[src/rtl/dht11_temp_reader.sv]
// DHT11 poller: sends the start pulse, decodes the 40-bit reply
// and holds the latest good temperature/humidity reading.
module dht11_temp_reader #(
  parameter int CLK_HZ     = 100_000_000,
  parameter int POLL_US    = 2_000_000,
  parameter int START_US   = 18_000,
  parameter int TIMEOUT_US = 100,
  parameter int BIT_THR_US = 40
) (
  input  logic       clk,
  input  logic       reset,
  input  logic       dht_in,
  output logic       dht_oe,
  output logic [7:0] tem_reg,
  output logic [7:0] hum_reg,
  output logic       data_valid,
  output logic       sensor_err,
  output logic       busy
);

  localparam int DIV = CLK_HZ / 1_000_000;
  localparam int DW  = (DIV > 1) ? $clog2(DIV) : 1;

  typedef enum logic [2:0] {
    IDLE, START, REL, RSP_LO,
    RSP_HI, BIT_LO, BIT_HI, CHECK
  } state_t;

  state_t      state, nxt;
  logic [DW-1:0] div_cnt;
  logic        tick;
  logic        s1, s2, s3;
  logic        rise, fall;
  logic [31:0] timer;
  logic [5:0]  bit_cnt;
  logic [39:0] shreg;
  logic [7:0]  csum_calc;
  logic        csum_ok;
  logic        waiting;
  logic        to_err, shift, clr_cnt;
  logic        poll_done, start_done;
  logic        late, bit_val;

  assign tick = (div_cnt == DW'(DIV - 1));

  // Free-running 1 us tick divider
  always_ff @(posedge clk or posedge reset) begin
    if (reset)     div_cnt <= '0;
    else if (tick) div_cnt <= '0;
    else           div_cnt <= div_cnt + 1'b1;
  end

  // Two-flop synchroniser plus a delay flop for edge detection
  always_ff @(posedge clk or posedge reset) begin
    if (reset) begin
      s1 <= 1'b1;
      s2 <= 1'b1;
      s3 <= 1'b1;
    end else begin
      s1 <= dht_in;
      s2 <= s1;
      s3 <= s2;
    end
  end

  assign rise = s2 & ~s3;
  assign fall = ~s2 & s3;

  assign poll_done  = tick && (timer >= 32'(POLL_US - 1));
  assign start_done = tick && (timer >= 32'(START_US - 1));
  assign late       = timer > 32'(TIMEOUT_US);
  // Timer trails the line by one tick when the fall is acted on
  assign bit_val    = timer >= 32'(BIT_THR_US);

  assign csum_calc = shreg[39:32] + shreg[31:24]
                   + shreg[23:16] + shreg[15:8];
  assign csum_ok   = (csum_calc == shreg[7:0]);

  assign waiting = (state == REL) || (state == RSP_LO)
                || (state == RSP_HI) || (state == BIT_LO)
                || (state == BIT_HI);

  // State register
  always_ff @(posedge clk or posedge reset) begin
    if (reset) state <= IDLE;
    else       state <= nxt;
  end

  // Next-state logic with a shared timeout for all wait states
  always_comb begin
    nxt     = state;
    to_err  = 1'b0;
    shift   = 1'b0;
    clr_cnt = 1'b0;
    unique case (state)
      IDLE:   if (poll_done) nxt = START;
      START:  if (start_done) nxt = REL;
      REL:    if (fall) nxt = RSP_LO;
      RSP_LO: if (rise) nxt = RSP_HI;
      RSP_HI: begin
        if (fall) begin
          nxt     = BIT_LO;
          clr_cnt = 1'b1;
        end
      end
      BIT_LO: if (rise) nxt = BIT_HI;
      BIT_HI: begin
        if (fall) begin
          shift = 1'b1;
          nxt   = (bit_cnt == 6'd39) ? CHECK : BIT_LO;
        end
      end
      CHECK:  nxt = IDLE;
      default: nxt = IDLE;
    endcase
    if (waiting && (nxt == state) && late) begin
      nxt    = IDLE;
      to_err = 1'b1;
    end
  end

  // Saturating per-state microsecond timer, cleared on entry
  always_ff @(posedge clk or posedge reset) begin
    if (reset)                     timer <= '0;
    else if (nxt != state)         timer <= '0;
    else if (tick && timer != '1)  timer <= timer + 1'b1;
  end

  // Bit capture, result registers and status outputs
  always_ff @(posedge clk or posedge reset) begin
    if (reset) begin
      shreg      <= '0;
      bit_cnt    <= '0;
      tem_reg    <= 8'd24;
      hum_reg    <= 8'd0;
      data_valid <= 1'b0;
      sensor_err <= 1'b0;
      dht_oe     <= 1'b0;
      busy       <= 1'b0;
    end else begin
      data_valid <= 1'b0;
      dht_oe     <= (nxt == START);
      busy       <= (nxt != IDLE);
      if (clr_cnt) bit_cnt <= '0;
      if (shift) begin
        shreg   <= {shreg[38:0], bit_val};
        bit_cnt <= bit_cnt + 1'b1;
      end
      if (state == CHECK) begin
        if (csum_ok) begin
          tem_reg    <= shreg[23:16];
          hum_reg    <= shreg[39:32];
          data_valid <= 1'b1;
          sensor_err <= 1'b0;
        end else begin
          sensor_err <= 1'b1;
        end
      end
      if (to_err) sensor_err <= 1'b1;
    end
  end

endmodule

[config.mk]
export PLATFORM = sky130hd
export DESIGN_NAME = dht11_temp_reader
export DESIGN_NICKNAME = d
export VERILOG_FILES = /design/src/rtl/dht11_temp_reader.sv
export SDC_FILE = /design/constraint.sdc
export NUM_CORES = 1
export LEC_CHECK = 0
export ABC_CLOCK_PERIOD_IN_PS = 4500
export CAP_MARGIN = 40
export CORE_ASPECT_RATIO = 0.9
export CORE_MARGIN = 2
export CORE_UTILIZATION = 50
export CTS_CLUSTER_SIZE = 8
export DETAILED_ROUTE_END_ITERATION = 10
export GPL_TIMING_DRIVEN = 1
export PLACE_DENSITY = 0.65
export SLEW_MARGIN = 40
export SYNTH_ARGS = -nofsm -noshare
export SYNTH_HDL_FRONTEND = slang
export SYNTH_SLANG_ARGS = --single-unit
[constraint.sdc]
create_clock -name clk -period 4.5 [get_ports clk]
set_input_delay 0.9 -clock clk [delete_from_list [all_inputs] [get_ports clk]]
set_output_delay 0.9 -clock clk [all_outputs]
set_load 0.005 [all_outputs]
==> summary.md <==
| Metric | Value |
|---|---|
| Worst Tran Pin Value | 0.720 ns |
| Clock power frac | 42.5% |
| Initial antenna violation count | 0 |
| Worst ir drop on vdd | around 0.18 mV |
| Worst relative slew slack | 51.6% |
| Mapped cell area | 0.00591 sq mm |
| CTS max path bufs | 2 |
| Buffers added on ports | 22 |
| Prevailing post-synth register cell | dfrtp_1 |
| Outcome | completed |
| Final Worst Setup Slack | 0.579 ns |
| Largest net degree at the start of global routing | between 50 and 60 |
| Largest register FFs | 40 |
| DR vias | ~4.0k |
| Period utilization | 87.1% |
| Synthesis-to-finish area growth | 10.6% |
| Die W | 119 microns |
| Reg clk slew, reported paths | 0.07 ns |
| Setup TNS | 0 ns |
| Most used cell, CP | fa_1 |
| CTS H-tree lvls | 3 |
| Syn. warnings | 0 |
| Clock sinks | 111 |
| Crit path time final | 3.92 ns |
| Vias in the first global route | 3891 |
| Switching power share of the total | between 20% and 30% |
| Number of buffers created by CTS | 9 |
| Hold Path Depth | 0 |
| GR Overflow Total | 0 |
| Top post-synthesis cells by count | 106 x dfrtp_1, 55 x mux2_2, 44 x nor2_1, 31 x nand2_1, 29 x xnor2_1 |
| Net count after synthesis | roughly 560 |
| Sw power | 0.000375 W |
| CP Capture Type | register |
| # fillers | roughly 1.0k |
| CP bufs+invs | 2 |
| Hold buffer count at cts | 0 |
| DRC violations left | 0 |
| CTS tree | yes |
| Pre-CTS WS | 0.535 ns |
| Routed Antenna Nets | 0 |
| Rows | 37 |
| Die area | 0.0127 sq mm |
| DRT Wirelength | about 11 mm |
| Top reg by flops | shreg |
| Share of cells above drive strength 1 | 17.9% |
| Worst-path fanout max | 13 |
| Dpl hpwl | 8.13 mm |
| Nets | approximately 580 |
| Max-slew violations | 0 |
| Yosys cell types | 57 |
| FF+latch count, synth | 111 |
| DR WL/cell | 16.2 microns |
| R2R cell count | 12 |
| Synth area leaders | dfrtp_1 45%, mux2_2 10%, fa_1 4.7% |
| Initial Util | about half |
| Lkg Pwr | 2.96 nW |
| Synth Area per Inst | 11.1 sq um |
| Most instantiated library cell after synthesis | dfrtp_1 |
| P per Cell Area | roughly 270 mW/mm^2 |
| Post-Syn Instances | 534 |
| Initial DRC count | 338 |
| Max-cap violations | 0 |
| Global-route wire length before repair | 19.7 mm |
| Routability cong. | 0.841 |
| Internal Pwr Total | 0.00141 W |
| WP data arrival | 4.15 ns |
| Vias per inst | 5.63 |
| Worst Skew | a little under 0.008 ns |
| TritonRoute pass-1 iters | 4 |
| Async S/R FF share, synth | 100% |
| Post-synth top area cell | dfrtp_1 |
| WP depth | 12 |
| Post-CTS setup buffers | 0 |
| Crit-path leading delay family | adder cells |
| Tightest Hold Check Type | reg -> reg |
| CP peak stage delay | 0.54 ns |
| Largest regs | shreg: 40 flops, timer: 32 flops |
| Total GRT Usage | 19.5% |
| Boundary pin count | 23 |
| Setup violations, final | 0 |
| CTS resizes | 0 |
| Crit path required time | between 4 and 5 ns |
| Comb power frac | 1.4% |
| Final Hold Fails | 0 |
| Clk Latency, worst-skew pair | 0.35 ns |
| CORE AREA | 0.0115 sq mm |
| Diodes inserted | 0 |
| Fmax achieved | 0.255 GHz |
| Die height | 107 microns |
| Post-synth EDFFs | 0 |
| Register Area | 0.00278 sq mm |
| Crit-path slowest cell | fa_1 |
| Worst-path cell chain | fa_1, fa_1, ha_1, inv_1, fa_1, xor2_1, xnor2_1, nor4_1, nand3_1, nor3_2, buf_12, mux2_2 |
| RSZ-0062 raised after global routing | no |
| Critical path type | reg -> reg |
| Synth top area share | 44.9% |
| Sequential area share after synthesis | 47.1% |
| CP Launch Type | register |
| Multi-input gate area | 0.00295 sq mm |
| Sequential share of power | 56.1% |
| Clk root buf | clkbuf_16 |
-- power groups by stage --
| stage | combinational [W] | clock [W] | sequential (W) |
|---|---|---|---|
| 2_1_floorplan | 0.0000164 | 0 | 0.00102 |
| 3_3_place_gp | 0.0000262 | 0 | 0.00102 |
| 3_5_place_dp | 0.0000265 | 0 | 0.00102 |
| 4_1_cts | 0.0000265 | 0.000785 | 0.00100 |
| 5_1_grt | 0.0000296 | 0.000825 | 0.00100 |
| 6_report | 0.0000245 | 0.000759 | 0.00100 |
-- layout make-up --
class                           instances  share of cell area (%)
Tap cell                              156                    2.99
Inverter                               15                   0.899
Timing Repair Buffer                   26                    4.02
Clock inverter                          5                   0.478
Multi-Input combinational cell        384                    45.2
Sequential cell                       111                    42.6
Clock buffer                           11                    3.87
-- cells by family (layout without fill, tap and decap cells) --
| family | count (synthesis) | count (layout) | synth area share (%) |
|---|---|---|---|
| simple gates | 190 | 190 | 17.1 |
| flops | 111 | 111 | 47.1 |
| compound gates | 65 | 65 | 7.96 |
| mux | 55 | 55 | 10.5 |
| xor+xnor | 49 | 49 | 7.26 |
| buf+inv | 39 | 57 | 2.99 |
| fa+ha+maj | 25 | 25 | 7.07 |
-- stage by stage --
step	util, %	instances	power (W)	area, sq um	hold WS [ns]
after floorplan	-	534	0.00104	5910	0.345
after global placement	54.4	692	0.00105	6250	0.349
after detailed placement	54.5	692	0.00105	6250	0.347
after CTS	57.0	708	0.00181	6540	0.358
after global routing	57.0	708	0.00185	6540	0.361
final	57.0	708	0.00178	6540	0.356
-- layout by cell type (no fill, tap or decap), types with 3 or more instances in the layout --
| master | n |
|---|---|
| nor4_1 | 9 |
| clkdlybuf4s50_1 | 22 |
| dfstp_2 | 5 |
| and2_1 | 3 |
| fa_1 | 14 |
| a211oi_1 | 6 |
| nand2_1 | 31 |
| a31oi_1 | 4 |
| buf_4 | 3 |
| and3_1 | 10 |
| a21o_1 | 3 |
| nor2_2 | 7 |
| o21ai_0 | 17 |
| nand2b_1 | 5 |
| clkinv_2 | 3 |
| nor4b_1 | 3 |
| nor2_1 | 44 |
| a21oi_1 | 12 |
| ha_1 | 11 |
| clkbuf_16 | 9 |
| mux2_2 | 55 |
| a21oi_2 | 3 |
| xnor2_1 | 29 |
| nand3_1 | 24 |
| dfrtp_1 | 106 |
| inv_1 | 14 |
| nor3_1 | 16 |
| xor2_1 | 20 |
| nand4_1 | 20 |
| or3_1 | 3 |
-- final timing paths --
check | slack, ns | start | endpoint
setup / recovery | 0.58 | shreg[9]$_DFFE_PP0P_ | tem_reg[7]$_DFFE_PP0P_
hold / removal | 0.36 | s1$_DFF_PP1_ | s2$_DFF_PP1_
setup reg to reg | 0.58 | shreg[9]$_DFFE_PP0P_ | tem_reg[7]$_DFFE_PP0P_
hold reg to reg | 0.36 | s1$_DFF_PP1_ | s2$_DFF_PP1_
max in group asynchronous | 2.59 | reset | s3$_DFF_PP1_
min in group asynchronous | 1.00 | reset | shreg[13]$_DFFE_PP0P_
-- worst reg2reg max path, delay by kind of cell (launching register included) --
family,cells,cell delay (ns)
adder cells (fa/ha/maj),4,1.63
AND/OR/NAND/NOR,3,0.83
flip-flops,1,0.42
multiplexers,1,0.34
XOR/XNOR,2,0.32
buffers and inverters,2,0.27
-- per-layer routing --
metal  GRT usage [%]  wire [microns]  share of wire (%)  up-vias
met5               0               0                  0        -
met1            28.4            5680                 49     1999
met2            29.4            5310                 46       64
met4            6.04             129                1.1        0
li1                -               -                  -     1915
met3            3.99             367                3.2       10
(Power assumes the default switching activity.)
